[src/rtl/group_update_sequencer.sv]
// Colour-group p-bit update sequencer: enables one group's mask for a dwell period, then a guard cycle.
// Optional build macro GROUP_SKIP_EMPTY_EN: groups whose mask is all-zero are skipped entirely.
module group_update_sequencer #(
    parameter int N_PBITS  = 459,
    parameter int N_GROUPS = 5,
    parameter int DWELL_W  = 8,
    localparam int GW = $clog2(N_GROUPS)
) (
    input  logic               clk,
    input  logic               rst_n,
    input  logic               start,
    input  logic               stop,
    input  logic [15:0]        num_sweeps,
    input  logic [DWELL_W-1:0] dwell,
    input  logic               mask_we,
    input  logic [GW-1:0]      mask_addr,
    input  logic [N_PBITS-1:0] mask_data,
    output logic [0:N_PBITS-1] Pbit_EN,
    output logic [GW-1:0]      group_idx,
    output logic [15:0]        sweep_cnt,
    output logic               busy,
    output logic               done
);

    typedef enum logic [1:0] {StIdle, StEn, StGuard} state_t;

    state_t             state;
    logic [N_PBITS-1:0] mask [N_GROUPS];
    logic [DWELL_W-1:0] dwell_cnt;
    logic [DWELL_W-1:0] dwell_m1_l;
    logic [DWELL_W-1:0] dwell_m1;
    logic [15:0]        num_sweeps_l;
    logic [15:0]        sweep_inc;
    logic [GW-1:0]      first_grp;
    logic [GW-1:0]      next_grp;
    logic               has_first;
    logic               has_next;

    // Mask bit i drives Pbit_EN[i]; the output is declared ascending, so map bit by bit.
    function automatic logic [0:N_PBITS-1] to_en(input logic [N_PBITS-1:0] m);
        logic [0:N_PBITS-1] r;
        for (int i = 0; i < N_PBITS; i++) r[i] = m[i];
        return r;
    endfunction

    assign dwell_m1  = (dwell == '0) ? '0 : dwell - DWELL_W'(1);
    assign sweep_inc = (sweep_cnt == 16'hFFFF) ? sweep_cnt : sweep_cnt + 16'd1;
    assign busy      = (state != StIdle);

    always_comb begin
        first_grp = '0;
        next_grp  = '0;
        has_first = 1'b0;
        has_next  = 1'b0;
`ifdef GROUP_SKIP_EMPTY_EN
        // Descending scan so the lowest qualifying group wins.
        for (int g = N_GROUPS - 1; g >= 0; g--) begin
            if (|mask[g]) begin
                first_grp = GW'(g);
                has_first = 1'b1;
                if (GW'(g) > group_idx) begin
                    next_grp = GW'(g);
                    has_next = 1'b1;
                end
            end
        end
`else
        has_first = 1'b1;
        has_next  = (group_idx != GW'(N_GROUPS - 1));
        next_grp  = group_idx + GW'(1);
`endif
    end

    always_ff @(posedge clk or negedge rst_n) begin
        if (!rst_n) begin
            for (int g = 0; g < N_GROUPS; g++) mask[g] <= '0;
        end else if (mask_we && !busy && (int'(mask_addr) < N_GROUPS)) begin
            mask[mask_addr] <= mask_data;
        end
    end

    always_ff @(posedge clk or negedge rst_n) begin
        if (!rst_n) begin
            state        <= StIdle;
            Pbit_EN      <= '0;
            group_idx    <= '0;
            sweep_cnt    <= '0;
            done         <= 1'b0;
            dwell_cnt    <= '0;
            dwell_m1_l   <= '0;
            num_sweeps_l <= '0;
        end else begin
            done <= 1'b0;
            unique case (state)
                StIdle: begin
                    if (start && !stop) begin
                        num_sweeps_l <= num_sweeps;
                        dwell_m1_l   <= dwell_m1;
                        sweep_cnt    <= '0;
                        if (has_first) begin
                            state     <= StEn;
                            group_idx <= first_grp;
                            Pbit_EN   <= to_en(mask[first_grp]);
                            dwell_cnt <= dwell_m1;
                        end else begin
                            done <= 1'b1;
                        end
                    end
                end
                StEn: begin
                    if (stop) begin
                        state     <= StIdle;
                        Pbit_EN   <= '0;
                        group_idx <= '0;
                        done      <= 1'b1;
                    end else if (dwell_cnt == '0) begin
                        state   <= StGuard;
                        Pbit_EN <= '0;
                    end else begin
                        dwell_cnt <= dwell_cnt - DWELL_W'(1);
                    end
                end
                StGuard: begin
                    if (stop) begin
                        state     <= StIdle;
                        Pbit_EN   <= '0;
                        group_idx <= '0;
                        done      <= 1'b1;
                    end else if (has_next) begin
                        state     <= StEn;
                        group_idx <= next_grp;
                        Pbit_EN   <= to_en(mask[next_grp]);
                        dwell_cnt <= dwell_m1_l;
                    end else begin
                        sweep_cnt <= sweep_inc;
                        if ((num_sweeps_l != '0) && (sweep_inc == num_sweeps_l)) begin
                            state     <= StIdle;
                            group_idx <= '0;
                            done      <= 1'b1;
                        end else begin
                            state     <= StEn;
                            group_idx <= first_grp;
                            Pbit_EN   <= to_en(mask[first_grp]);
                            dwell_cnt <= dwell_m1_l;
                        end
                    end
                end
                default: state <= StIdle;
            endcase
        end
    end

endmodule

[config.mk]
export PLATFORM = sky130hd
export DESIGN_NAME = group_update_sequencer
export DESIGN_NICKNAME = d
export VERILOG_FILES = /design/src/rtl/group_update_sequencer.sv
export SDC_FILE = /design/constraint.sdc
export NUM_CORES = 2
export LEC_CHECK = 0
export BUFFER_PORTS_ARGS = -buffer_cell sky130_fd_sc_hd__buf_2
export CAP_MARGIN = 20
export CORE_AREA = 3 3 463 465
export DETAILED_ROUTE_END_ITERATION = 16
export DIE_AREA = 0 0 466 468
export PLACE_DENSITY_LB_ADDON = 0.3
export SYNTH_ARGS = -nofsm -noshare
export SYNTH_HDL_FRONTEND = slang
export SYNTH_SLANG_ARGS = --single-unit
[constraint.sdc]
create_clock -name clk -period 10.5 [get_ports clk]
set_input_delay 0.525 -clock clk [delete_from_list [all_inputs] [get_ports clk]]
set_output_delay 0.525 -clock clk [all_outputs]
set_load 0.02 [all_outputs]
; Word level (Yosys, flattened, before mapping)
; Index checks and enable logic that the tools add are counted.
[classes]
addsub = 4
magnitude_cmp = 4
n_eq_ne = 14
muxes = 43
bitwise_logic = 2
n_reduce_logical = 20
[op_table]
columns = operator, count
row1 = 459-bit 2-to-1 mux, 9
row2 = 2295-bit bitwise mux, 1
row3 = 459-bit binary-select mux with 3-bit select, 1
row4 = 459-bit demux with 3-bit select, 1
row5 = 459-bit one-hot mux with 3 select lines, 1
row6 = 16-bit 2-to-1 mux, 4
row7 = 8-bit 2-to-1 mux, 7
row8 = 16-bit one-hot mux with 2 select lines, 1
row9 = 8-bit one-hot mux with 3 select lines, 1
row10 = "16-bit by 1-bit adder with 16-bit output, second input constant", 1
row11 = 16-bit == test, 1
row12 = "16-bit == test, second input constant", 1
row13 = 8-bit zero test, 2
row14 = 16-bit nonzero test, 1
row15 = "8-bit by 1-bit subtractor with 8-bit output, second input constant", 2
row16 = 3-bit 2-to-1 mux, 4
row17 = "2-bit != test, second input constant", 6
row18 = "3-bit != test, second input constant", 3
row19 = 3-bit one-hot mux with 3 select lines, 1
row20 = "4-bit greater-or-equal comparator, second input constant", 2
row21 = 3-bit NOT with 4-bit output, 2
row22 = 4-bit AND reduction, 2
row23 = 1-bit 2-to-1 mux, 7
row24 = 2-bit 2-to-1 mux, 3
row25 = 16 further kinds, 23
[word_totals]
reg_bits = 2808
input_bits = 491
output_inout_bits = 480
word_cells = 100

; Logic depth before layout (Yosys ltp)
[depth]
depth_word = 8
ltp_mapped = 14
depth_no_buf = 10

; Worst setup path after synthesis
; Ideal clock, no wire load.
[synth_timing]
path_kind = reg2reg
from = register sweep_cnt[0]
to = register Pbit_EN[10] (netlist name)
setup_ns = 0.128
arrival_ns = 3.677
t_required_ns = 10.372
setup_slack_ns = 6.696
path_stages_with_launch = 13
n_path_buf = 3
synth_period_minus_slack_ns = 3.804
path_cell_list = dfrtp_1 ha_1 nand3_1 nor4_1 nor3_2 xnor2_1 a2111o_1 nor4_4 a31oi_1 buf_2 buf_6 buf_4 mux2_1
[synth_between]
elab_chain_cells = 6
elab_cells_between_ends = 7
cone_classes = add/sub (1) / eq/ne (3) / mux (1) / reduce/logical (2)
[synth_lines]
columns = element, line_no
row1 = "start, declared", 20  ; output logic [15:0] sweep_cnt,
row2 = "start signal, assigned", 135  ; sweep_cnt <= sweep_inc;
row3 = 16-bit by 1-bit adder with 16-bit output / 16-bit == test (equally long branches), 47  ; assign sweep_inc = (sweep_cnt == 16'hFFFF) ? sweep_cnt : sweep_cnt + 16'd1;
row4 = 16-bit 2-to-1 mux (*), 47
row5 = 16-bit == test (*), 136  ; if ((num_sweeps_l != '0) && (sweep_inc == num_sweeps_l)) begin
row6 = 1-bit logical AND (*), 136
row7 = 4-bit != test (no source line) (*), --
row8 = 4-bit AND reduction (no source line) (*), --
row9 = "end signal, assigned", 103  ; Pbit_EN <= to_en(mask[first_grp]);
row10 = "end signal, assigned", 132  ; Pbit_EN <= to_en(mask[next_grp]);
row11 = "end signal, assigned", 143  ; Pbit_EN <= to_en(mask[first_grp]);
row12 = "end, declared", 18  ; output logic [0:N_PBITS-1] Pbit_EN,
; Every way passes the cells marked *; elsewhere a longest branch is shown, timed or not.
; A chain may end at the register's enable or synchronous reset.

; Final worst setup path
[layout_timing]
from = register group_idx[0]
to = register Pbit_EN[179] (netlist name)
[layout_between]
elab_chain_cells = 8
elab_cells_between_ends = 11
cone_classes = add/sub (1) / eq/ne (2) / mux (6) / bitwise (1) / reduce/logical (1)
[layout_lines]
columns = element, line_no
row1 = "start, declared", 19  ; output logic [GW-1:0] group_idx,
row2 = "start signal, assigned", 102  ; group_idx <= first_grp;
row3 = "start signal, assigned", 131  ; group_idx <= next_grp;
row4 = "start signal, assigned", 142  ; group_idx <= first_grp;
row5 = 3-bit by 1-bit adder with 3-bit output, 70  ; next_grp = group_idx + GW'(1);
row6 = 3-bit NOT with 4-bit output (not written as such), 132
row7 = 459-bit binary-select mux with 3-bit select, 132
row8 = 459-bit 2-to-1 mux (not written as such) (2 in a row), 132
row9 = 459-bit 2-to-1 mux, 129  ; end else if (has_next) begin
row10 = 459-bit 2-to-1 mux, 124  ; if (stop) begin
row11 = 459-bit one-hot mux with 3 select lines, 94  ; unique case (state)
; Several ways; a longest one is shown, not always the timed one. The select of a mux whose other input is x is not followed.

==> results_dict.tcl <==
set metrics [dict create \
    cp_num_buf_inv 4 \
    ys_warn_count 0 \
    relSlewSlack_pct 17.97 \
    dpl.hpwl_um 193500 \
    reg2reg_slack_ps 4930 \
    track_usage_pct 30.72 \
    cts.sinks 2808 \
    combPwrFrac_pct 29.6 \
    clk_latency_ps 930 \
    vias_per_cell 6.291 \
    layout.cells.non_filler 12670 \
    ys_seq_area_share_pct 56.69 \
    min-delay-start "dwell[1]" \
    cp_top_family "buffers and inverters" \
    maxCapViolations 0 \
    syn_area_per_cell_um2 14.82 \
    syn-cell-area_um2 124000 \
    synth_top_area_share_pct 56.69 \
    startpoint_type "flip-flop" \
    holdWs_ps 75.02 \
    pwr-share-clk_pct 24.9 \
    routedWlPerCell_um 26.51 \
    clkTransAtPathRegs_ps 60 \
    hold_depth 4 \
    syn_inst 8365 \
    preCtsSetupSlack_ps 4930 \
    chipWidth_um 466 \
    post_cts_resized 0 \
    drt_pass1_iterations 6 \
    dr_total_vias 79730 \
    design_area_um2 145600 \
    io_buffers 970 \
    path_common_cell "buf_4" \
    postSynth.asyncResetShare_pct 100.0 \
    antenna_left 0 \
    slew_viol_final 0 \
    drtIter0Drc 6788 \
    crit_start "group_idx[0]" \
    grt_pass1_vias 85730 \
    internal_power_mw 28.99 \
    fin_util_pct 69.32 \
    critical_path.cell_chain "ha_1, xnor2_2, buf_12, buf_4, buf_4, buf_4, a22oi_1, o21ai_0, mux2_2" \
    pwr-share-seq_pct 45.5 \
    post-route-min-period_ps 5568 \
    final_nets 10100 \
    power_density_nw_per_um2 286.4 \
    layout_setup_ws_ps 4932 \
    ir_drop_mv 0.2354 \
    synth-main-ff-cell "dfrtp_1" \
    fmax_mhz 179.6 \
    setup_viol 0 \
    fp.dieArea_um2 218100 \
    synthesis.nets 8866 \
    cts_buffer_depth 4 \
    rows 168 \
    gp_congestion 0.8777 \
    pin_count 971 \
    layout-area-overhead-vs-synth_pct 17.43 \
    critPathKind "reg -> reg" \
    path_max_fanout 139 \
    reg2reg_depth 9 \
    endpoint_kind "flip-flop" \
    grt_max_degree 187 \
    nFillCells 13750 \
    yosys.area.top_type "dfrtp_1" \
    critPathRequiredTime_ps 11350 \
    r2r_end "Pbit_EN[179]" \
    rsz0062_at_grt "false" \
    status "finished clean" \
    hp-class "in -> reg" \
    root_buffer "clkbuf_16" \
    hold_viol 0 \
    h-tree-depth 5 \
    switchingPower_mw 12.70 \
    synth-edff-count 0 \
    tns_ps 0 \
    start_util_pct 59.03 \
    cts_setup_buffers 0 \
    cts_buffers 304 \
    routed_wl_um 335900 \
    slowest_stage "dfrtp_4" \
    whs_endpoint "dwell_m1_l[1]" \
    placed_area_um2 131000 \
    synth_area_leaders "dfrtp_1, mux2_2, mux4_2, a22oi_1, o21ai_0" \
    cts_tree "done" \
    leakage_nw 64.12 \
    worst_slew_pin_slew_ps 1230 \
    place_inst 11610 \
    cpPeakStageDelay_ps 1060 \
    power_mw 41.69 \
    fin_skew_ps 64.42 \
    r2r_start "group_idx[0]" \
    arrival_ps 6420 \
    synth_seq_cells 2808 \
    antenna_found_initial 96 \
    post-route-period-util_pct 53.03 \
    drc_errors 0 \
    switching_share_pct 30.46 \
    die_y_um 468 \
    coreArea_um2 210000 \
    ctsHoldBuffers 482 \
    grt_pass1_wl_um 520200 \
    overflow 0 \
    drive_gt1_share_pct 46.61 \
    yosysUniqueCellTypes 57 \
]
-- power by group through the flow --
stage / combinational (mW) / clock (mW) / sequential (mW)
2_1_floorplan: 8.44 / 0 / 18.8
3_3_place_gp: 11.6 / 0 / 18.6
3_5_place_dp: 12.1 / 0 / 19.0
4_1_cts: 12.3 / 10.5 / 18.9
5_1_grt: 13.3 / 11.0 / 19.6
6_report: 12.3 / 10.4 / 19.0
-- worst max path at each step --
| stage | cells past startpoint | slack [ps] | endpoint |
|---|---|---|---|
| after floorplan | 12 | 6700 | Pbit_EN[10] |
| after global placement | 8 | 4930 | Pbit_EN[211] |
| after detailed placement | 8 | 4930 | Pbit_EN[234] |
| after CTS | 8 | 4900 | Pbit_EN[213] |
| after global routing | 8 | 4570 | Pbit_EN[210] |
| final | 9 | 4930 | Pbit_EN[179] |
-- kinds of logic after synthesis --
group | after synthesis | synth area share (%)
xor+xnor | 28 | 0.1978
simple gates | 620 | 2.045
compound gates | 1015 | 5.127
mux | 3241 | 33.61
buf+inv | 643 | 2.232
fa+ha+maj | 10 | 0.1009
flops | 2808 | 56.69
-- Yosys cell counts (2+ instances only) --
library cell / instances
nand2b_1: 9
nand3b_1: 2
a21o_1: 2
mux2i_1: 4
mux4_2: 459
mux2_1: 196
nor3_1: 14
o21ai_0: 493
xor2_1: 9
and3_1: 5
inv_1: 18
a22oi_1: 460
nor4_1: 10
nor2b_1: 2
or4_1: 2
a211o_1: 3
dfrtp_1: 2808
or3_1: 4
o41ai_1: 2
a22o_1: 2
nand4_1: 9
buf_2: 9
xnor2_1: 19
ha_1: 10
buf_6: 45
a21oi_1: 22
nor2_1: 23
mux2_2: 2582
and4_1: 3
nand2_1: 517
a2111o_1: 2
a221oi_1: 3
o31ai_1: 9
nand3_1: 13
a31oi_1: 3
o211ai_1: 3
clkbuf_1: 512
buf_1: 58
-- final cells by class --
| cell class | count | area, µm² | area share (%) |
|---|---|---|---|
| inverters | 18 | 67.56 | 0.04642 |
| diodes | 79 | 197.7 | 0.1358 |
| clock buffers | 443 | 8946 | 6.146 |
| multi-input cells | 4914 | 51010 | 35.04 |
| well taps | 2805 | 3510 | 2.411 |
| clock inverters | 55 | 599.3 | 0.4117 |
| flip-flops and latches | 2808 | 70270 | 48.27 |
| repair buffers | 1552 | 10960 | 7.531 |
-- routing by layer --
metal	part of all wire [%]	GRT usage [%]	vias up
met1	40	40.28	42460
met3	7.3	6.960	762
li1	-	-	33530
met5	0.063	0	-
met2	48	49.25	2943
met4	4.6	14.03	34
-- flip-flops by register name, summed over array words and instances (netlist names) --
| name | count |
|---|---|
| mask | 2295 |
| Pbit_EN | 459 |
| num_sweeps_l | 16 |
| sweep_cnt | 16 |
| dwell_cnt | 8 |
| dwell_m1_l | 8 |
| group_idx | 3 |
| state | 2 |
| done | 1 |
-- cells in the final DEF, fill, tap and decap left out, types with 36 or more instances in the layout --
cell,n
clkbuf_16,309
clkinv_2,36
a22oi_1,460
o21ai_0,492
clkbuf_8,71
mux2_2,2582
diode_2,79
mux4_2,459
buf_2,969
dlygate4sd3_1,482
nand2_1,515
mux2_1,196
buf_4,58
buf_12,42
dfrtp_1,2807
clkbuf_1,63
-- worst register-to-register path, stage by stage, from the launching register on --
cell	delay [ps]
dfrtp_4	1060
ha_1	390
xnor2_2	180
buf_12	680
buf_4	1000
buf_4	870
buf_4	720
a22oi_1	170
o21ai_0	240
mux2_2	200
Note: power is estimated with default switching activity, not from simulation.
